`src/rtl/queue_drain.sv`:
```
// Drains a commanded burst from the queue FIFO onto a valid/ready stream via a skid buffer.
// Define QUEUE_DRAIN_REG_READY_EN for a 3-entry buffer whose pop rule has no m_ready path.
module queue_drain #(
  parameter int unsigned DWIDTH    = 32,
  parameter int unsigned LEN_WIDTH = 8
) (
  input  logic                 clk,
  input  logic                 rstn,
  input  logic                 start,
  input  logic [LEN_WIDTH-1:0] burst_len,
  input  logic                 abort,
  input  logic                 q_empty,
  input  logic [DWIDTH-1:0]    q_dout,
  output logic                 q_deq,
  output logic                 m_valid,
  output logic [DWIDTH-1:0]    m_data,
  output logic                 m_last,
  input  logic                 m_ready,
  output logic                 busy,
  output logic                 done,
  output logic [LEN_WIDTH-1:0] word_cnt
);

`ifdef QUEUE_DRAIN_REG_READY_EN
  localparam int unsigned DEPTH = 3;
`else
  localparam int unsigned DEPTH = 2;
`endif

  typedef enum logic [1:0] {IDLE, RUN, FLUSH, DONE} state_t;

  state_t                state;
  logic [LEN_WIDTH-1:0]  len_q;
  logic [LEN_WIDTH-1:0]  issued;
  logic                  inflight;
  logic [1:0]            occ;
  logic [DWIDTH-1:0]     skid [DEPTH];

  logic                  xfer_c;
  logic [2:0]            fill_c;
  logic [1:0]            wr_idx_c;

  // Stream side is a direct decode of the skid buffer registers; entry 0 is the oldest.
  assign m_valid = (occ != 2'd0);
  assign m_data  = skid[0];
  assign m_last  = m_valid && (word_cnt == LEN_WIDTH'(len_q - LEN_WIDTH'(1)));
  assign xfer_c  = m_valid && m_ready;

  // Projected buffer fill if a pop were issued now.
`ifdef QUEUE_DRAIN_REG_READY_EN
  assign fill_c = 3'(occ) + 3'(inflight);
`else
  assign fill_c = 3'(occ) + 3'(inflight) - 3'(xfer_c);
`endif

  assign q_deq = (state == RUN) && !q_empty && !abort && (issued < len_q) &&
                 (fill_c < 3'(DEPTH));

  // Arriving word lands behind whatever survives this cycle's transfer.
  assign wr_idx_c = 2'(occ - 2'(xfer_c));

  always_ff @(posedge clk or negedge rstn) begin
    if (!rstn) begin
      state    <= IDLE;
      len_q    <= '0;
      issued   <= '0;
      inflight <= 1'b0;
      occ      <= 2'd0;
      busy     <= 1'b0;
      done     <= 1'b0;
      word_cnt <= '0;
      for (int unsigned i = 0; i < DEPTH; i++) skid[i] <= '0;
    end else begin
      inflight <= q_deq;
      occ      <= 2'(occ + 2'(inflight) - 2'(xfer_c));
      done     <= 1'b0;

      for (int unsigned i = 0; i < DEPTH - 1; i++) begin
        if (xfer_c) skid[i] <= skid[i+1];
      end
      for (int unsigned i = 0; i < DEPTH; i++) begin
        if (inflight && (wr_idx_c == 2'(i))) skid[i] <= q_dout;
      end

      if (xfer_c && (word_cnt != '1)) word_cnt <= word_cnt + LEN_WIDTH'(1);

      case (state)
        IDLE: begin
          if (start && (burst_len != '0)) begin
            state    <= RUN;
            len_q    <= burst_len;
            issued   <= '0;
            word_cnt <= '0;
            busy     <= 1'b1;
          end
        end
        RUN: begin
          if (q_deq) issued <= issued + LEN_WIDTH'(1);
          if (abort || (q_deq && ((issued + LEN_WIDTH'(1)) == len_q))) state <= FLUSH;
        end
        FLUSH: begin
          // Wait for the last popped word to land and leave the buffer.
          if (!inflight && (occ == 2'd0)) begin
            state <= DONE;
            busy  <= 1'b0;
            done  <= 1'b1;
          end
        end
        DONE: begin
          state <= IDLE;
        end
        default: state <= IDLE;
      endcase
    end
  end

endmodule

```
`config.mk`:
```
export PLATFORM = sky130hd
export DESIGN_NAME = queue_drain
export DESIGN_NICKNAME = d
export VERILOG_FILES = /design/src/rtl/queue_drain.sv
export SDC_FILE = /design/constraint.sdc
export NUM_CORES = 1
export LEC_CHECK = 0
export ABC_AREA = 0
export CAP_MARGIN = 20
export CELL_PAD_IN_SITES_DETAIL_PLACEMENT = 1
export CELL_PAD_IN_SITES_GLOBAL_PLACEMENT = 1
export CORE_MARGIN = 4
export CORE_UTILIZATION = 44
export CTS_BUF_LIST = sky130_fd_sc_hd__clkbuf_16
export CTS_CLUSTER_DIAMETER = 60
export DETAILED_ROUTE_END_ITERATION = 12
export GPL_ROUTABILITY_DRIVEN = 0
export MAX_ROUTING_LAYER = met4
export PLACE_DENSITY_LB_ADDON = 0.1
export SYNTH_ARGS = -nofsm -noshare
export SYNTH_HDL_FRONTEND = slang
export SYNTH_SLANG_ARGS = --single-unit
```
`constraint.sdc`:
```
create_clock -name clk -period 8.5 [get_ports clk]
set_input_delay 1.275 -clock clk [delete_from_list [all_inputs] [get_ports clk]]
set_output_delay 1.275 -clock clk [all_outputs]
set_load 0.02 [all_outputs]
```
# ---- After elaboration in Yosys (flattened, before gate mapping)
# Index checks and enable logic that the tools add are counted.
dict set report word_totals {
  latchBits 0
  mem_bits_ro 0
  register_bits 95
  ramBits 0
  out_inout_bits 45
  memories 0
}
dict set report op_classes {
  reduce_logical 28
  div_mod_pow 0
  mul 0
  muxes 17
  order_cmp 2
  eq_ne 11
  add_sub_neg 8
  bitwise 0
  shift 0
}
# operator n
set ops {}
lappend ops {{two-way mux 32 bit} 2}
lappend ops {{two-way mux 8 bit} 5}
lappend ops {{adder 8 x 1 -> 8 bit, second input constant} 2}
lappend ops {{equality test 8 bit} 2}
lappend ops {{case mux 8 bit (2 select lines)} 1}
lappend ops {{logical AND 1 bit} 12}
lappend ops {{AND reduction 3 bit} 3}
lappend ops {{less-than comparator 8 bit} 1}
lappend ops {{inequality test 8 bit, second input constant} 1}
lappend ops {{case mux 2 bit (4 select lines)} 1}
lappend ops {{nonzero test 2 bit} 4}
lappend ops {{nonzero test 8 bit} 1}
lappend ops {{subtractor 8 x 1 -> 8 bit, second input constant} 1}
lappend ops {{logical NOT 2 bit} 3}
lappend ops {{two-way mux 2 bit} 3}
lappend ops {{inequality test 2 bit, second input constant} 3}
lappend ops {{equality test 2 x 1 -> 1 bit, second input constant} 2}
lappend ops {{equality test 2 bit, second input constant} 2}
lappend ops {{two-way mux 1 bit} 4}
lappend ops {{subtractor 2 x 1 -> 2 bit} 2}
lappend ops {{adder 2 x 1 -> 3 bit} 1}
lappend ops {{logical NOT 1 bit} 3}
lappend ops {{less-than comparator 3 x 2 -> 1 bit, second input constant} 1}
lappend ops {{subtractor 3 x 1 -> 3 bit} 1}
lappend ops {{other kinds (5)} 5}

# ---- Depth between registers and ports, before layout
dict set report depth {
  ltp_word 9
  depth_mapped 11
  depth_no_buf 11
}

# ---- Worst setup path before layout
# Ideal clock, no wire load.
dict set report synth_timing {
  path_kind {input to output}
  start {input port m_ready}
  end {output port q_deq}
  n_path_buf 0
  path_slack_ps 3683
  path_stages 9
  t_arrival_ps 3542
  cell_sequence {inv_1 or3_1 a21boi_1 inv_1 ha_1 fa_1 or3_4 a2111oi_4 and2_2}
}
dict set report synth_between {
  elab_chain_len 4
}
# element line
set synth_lines {}
lappend synth_lines {{start, declared} 18} ;# input logic m_ready,
lappend synth_lines {{logical AND 1 bit} 47} ;# assign xfer_c = m_valid && m_ready;
lappend synth_lines {{subtractor 3 x 1 -> 3 bit} 53} ;# assign fill_c = 3'(occ) + 3'(inflight) - 3'(xfer_c);
lappend synth_lines {{via fill_c[1]} 40} ;# logic [2:0] fill_c;
lappend synth_lines {{less-than comparator 3 x 2 -> 1 bit} 57} ;# (fill_c < 3'(DEPTH));
lappend synth_lines {{logical AND 1 bit} 56} ;# assign q_deq = (state == RUN) && !q_empty && !abort && (issued < len_q) &&
lappend synth_lines {{end, declared} 14} ;# output logic q_deq,
# The timed path passes the listed nets, and every way through them passes these cells.

# ---- Final worst setup path
# Same ends and word-level chain as after synthesis.

==> run summary <==
Async SR Flop Fraction -> 1.00
post-synthesis mux area share -> 0.138
Worst setup EP type -> output pin
clk sinks -> 95
Worst Tran Pin Value -> 0.990 ns
post-synth cell types -> 54
sequential share of the synthesized area -> 0.461
Syn Inst Count -> 498
Die Span X -> 116 µm
antenna violations before repair -> 0
Post-DP Area -> 5920 µm²
Pwr Density -> 292 nW/µm²
Peak VDD IR -> 0.200 mV
HPWL after DPL -> 8.85 mm
CP peak stage delay -> 0.61 ns
outcome -> completed
vias per cell -> 5.51
minimum clock period after layout -> 6.18 ns
max_cap viols -> 0
clk_lat worst skew -> 0.35 ns
skew final -> 0.00733 ns
Slew Limit Fails -> 0
CTS resizes -> 0
Final Instance Area -> 6210 µm²
post-synthesis compound-gate area fraction -> 0.112
Startpoint Class -> input pin
die span in y -> 116 µm
worst-path fanout max -> 9
RSZ-0062 raised after global routing -> false
Vias -> 3844
Port Buffers -> 90
Pwr Total -> 0.00182 W
ANT cells -> 0
Tcrit/Tclk final -> 0.728
syn_nets -> 561
Root Buffer -> clkbuf_16
I/O pin total -> 91
synthesized cell area -> 5150 µm²
leakage power total -> 2.89 nW
FP Rows -> 39
Post-synth EDFFs -> 0
Initial Util -> 0.451
critical-path cell list -> clkdlybuf4s50_1 -> inv_1 -> or3_1 -> a21boi_1 -> inv_1 -> ha_1 -> fa_1 -> or3_4 -> a2111oi_4 -> and2_2 -> clkdlybuf4s50_1
Adder-Cell Fraction of Synth Area -> 0.0427
yosys warns -> 0
fill count -> 1249
CTS tree -> done
Fmax -> 162 MHz
detailed-router iteration count before antenna repair -> 4
final WL -> 12.5 mm
core area -> 11400 µm²
number of CTS-inserted buffers -> 9
GRT Residual Overflow -> 0
Sum Neg Setup Slack -> 0 ns
largest net degree at the start of global routing -> 65
Post-Synth XOR/XNOR Area -> 0.0408
post-synthesis register bit count -> 95
Reg clk slew, reported paths -> 0.07 ns
# nets final -> 613
setup violators final -> 0
Post-Synth Simple-Gate Area -> 0.126
most frequent cells in the layout -> dfrtp_1 (95), clkdlybuf4s50_1 (89), nor2_1 (52)
Critical Path RT -> 7.22 ns
Post-CTS Hold Fix Bufs -> 0
first-pass GRT wire length -> 20.6 mm
Fin Hold WS -> 0.510 ns
syn_area_per_cell -> 10.3 µm²
WP data arrival -> 4.91 ns
setup ws final -> 2.32 ns
# Post-CTS Setup Buffers -> 0
H-tree levels -> 3
drt wl/cell -> 17.9 µm
die area -> 13500 µm²
layout cells sized above 1 -> 0.119
DRC viols -> 0
worst hold path class -> reg2reg
WS Path Type -> in2out
Initial DRC Count -> 175
DRT antenna net count -> 0
vias in the first global route -> 4107
GRT Total Usage -> 0.200
area grow syn2layout -> 20.6%
relative slew slack -> 0.340
most common cell after layout, fill and taps aside -> dfrtp_1
Max stage delay cell, worst path -> clkdlybuf4s50_1
largest family of logic cells by synthesized area -> multiplexers
CTS max path bufs -> 2
Main synth FF type -> dfrtp_1
Hold Vio Cnt, Final -> 0
dpl ws -> 2.28 ns
==> flip-flops by register name, indices dropped and copies added, names as in the netlist <==
signal    cells
busy          1
done          1
issued        8
inflight      1
m_data       32
skid         32
state         2
len_q         8
occ           2
word_cnt      8
==> per-layer routing <==
layer  global-route usage  routed length, µm  vias up
met4               0.0472                136        0
li1                     -                  -     1809
met1                0.238               5350     1965
met5                    -                  0        -
met2                0.347               6530       60
met3               0.0466                495       10
==> worst max-delay path: cells and delay by family <==
kind	cells	cell delay, ns
and+or+nand+nor	3	1.06
adders and majority gates	2	0.62
AOI/OAI and AO/OA	2	0.67
buffers and inverters	4	1.28
==> cells in the mapped netlist (2+ instances only) <==
cell	instances	area, µm²
a211o_1	3	26.3
a21oi_1	39	195
a31oi_1	6	37.5
and2_1	2	12.5
and3_1	4	25.0
buf_1	4	15.0
buf_2	8	40.0
buf_4	36	270
clkbuf_1	5	18.8
dfrtp_1	95	2380
ha_1	16	200
inv_1	17	63.8
mux2_2	33	372
mux2i_1	34	340
nand2_1	25	93.8
nand2b_1	6	37.5
nand3_1	11	55.1
nand4_1	8	50.1
nor2_1	52	195
nor2b_1	3	18.8
nor3_1	4	20.0
nor4_1	2	12.5
o21ai_0	24	120
o221ai_1	2	17.5
o41ai_1	3	26.3
or2_2	2	12.5
or3_1	5	31.3
xnor2_1	15	131
xor2_1	9	78.8
==> cell families after synthesis <==
kind of cell / count (synthesis)
AND/OR/NAND/NOR: 134
multiplexers: 67
adder cells (fa/ha/maj): 17
flip-flops: 95
XOR/XNOR: 24
buffers and inverters: 70
AO/OA/AOI/OAI: 91
==> through the flow <==
stage / std cells / utilization
after floorplan: 498 / -
after global placement: 681 / 0.518
after detailed placement: 681 / 0.518
after CTS: 697 / 0.542
after global routing: 698 / 0.544
final: 698 / 0.544
==> final timing paths <==
| path | slack, ns | endpoint | from | cells after the start |
|---|---|---|---|---|
| setup / recovery | 2.32 | q_deq | m_ready | 11 |
| hold / removal | 0.51 | skid[2] | skid[2] | 1 |
| setup reg to reg | 4.97 | issued[5] | occ[1] | 11 |
| hold reg to reg | 0.51 | skid[2] | skid[2] | 1 |
| max in group asynchronous | 6.49 | done | rstn | 2 |
| min in group asynchronous | 0.89 | m_data[7] | rstn | 1 |
==> final cells by class <==
type / count / area (µm²) / area share
Inverter: 17 / 63.8 / 0.0103
Clock buffer: 9 / 225 / 0.0362
Tap cell: 143 / 179 / 0.0288
Multi-Input combinational cell: 333 / 2380 / 0.383
Timing Repair Buffer: 94 / 941 / 0.151
Sequential cell: 95 / 2380 / 0.383
Clock inverter: 7 / 50.0 / 0.00805
==> where the power goes <==
group          internal (W)  switching, W  total (W)
combinational      0.000346      0.000379   0.000726
sequential         0.000593      0.000119   0.000712
clock              0.000199      0.000178   0.000377
(Power assumes the default switching activity.)
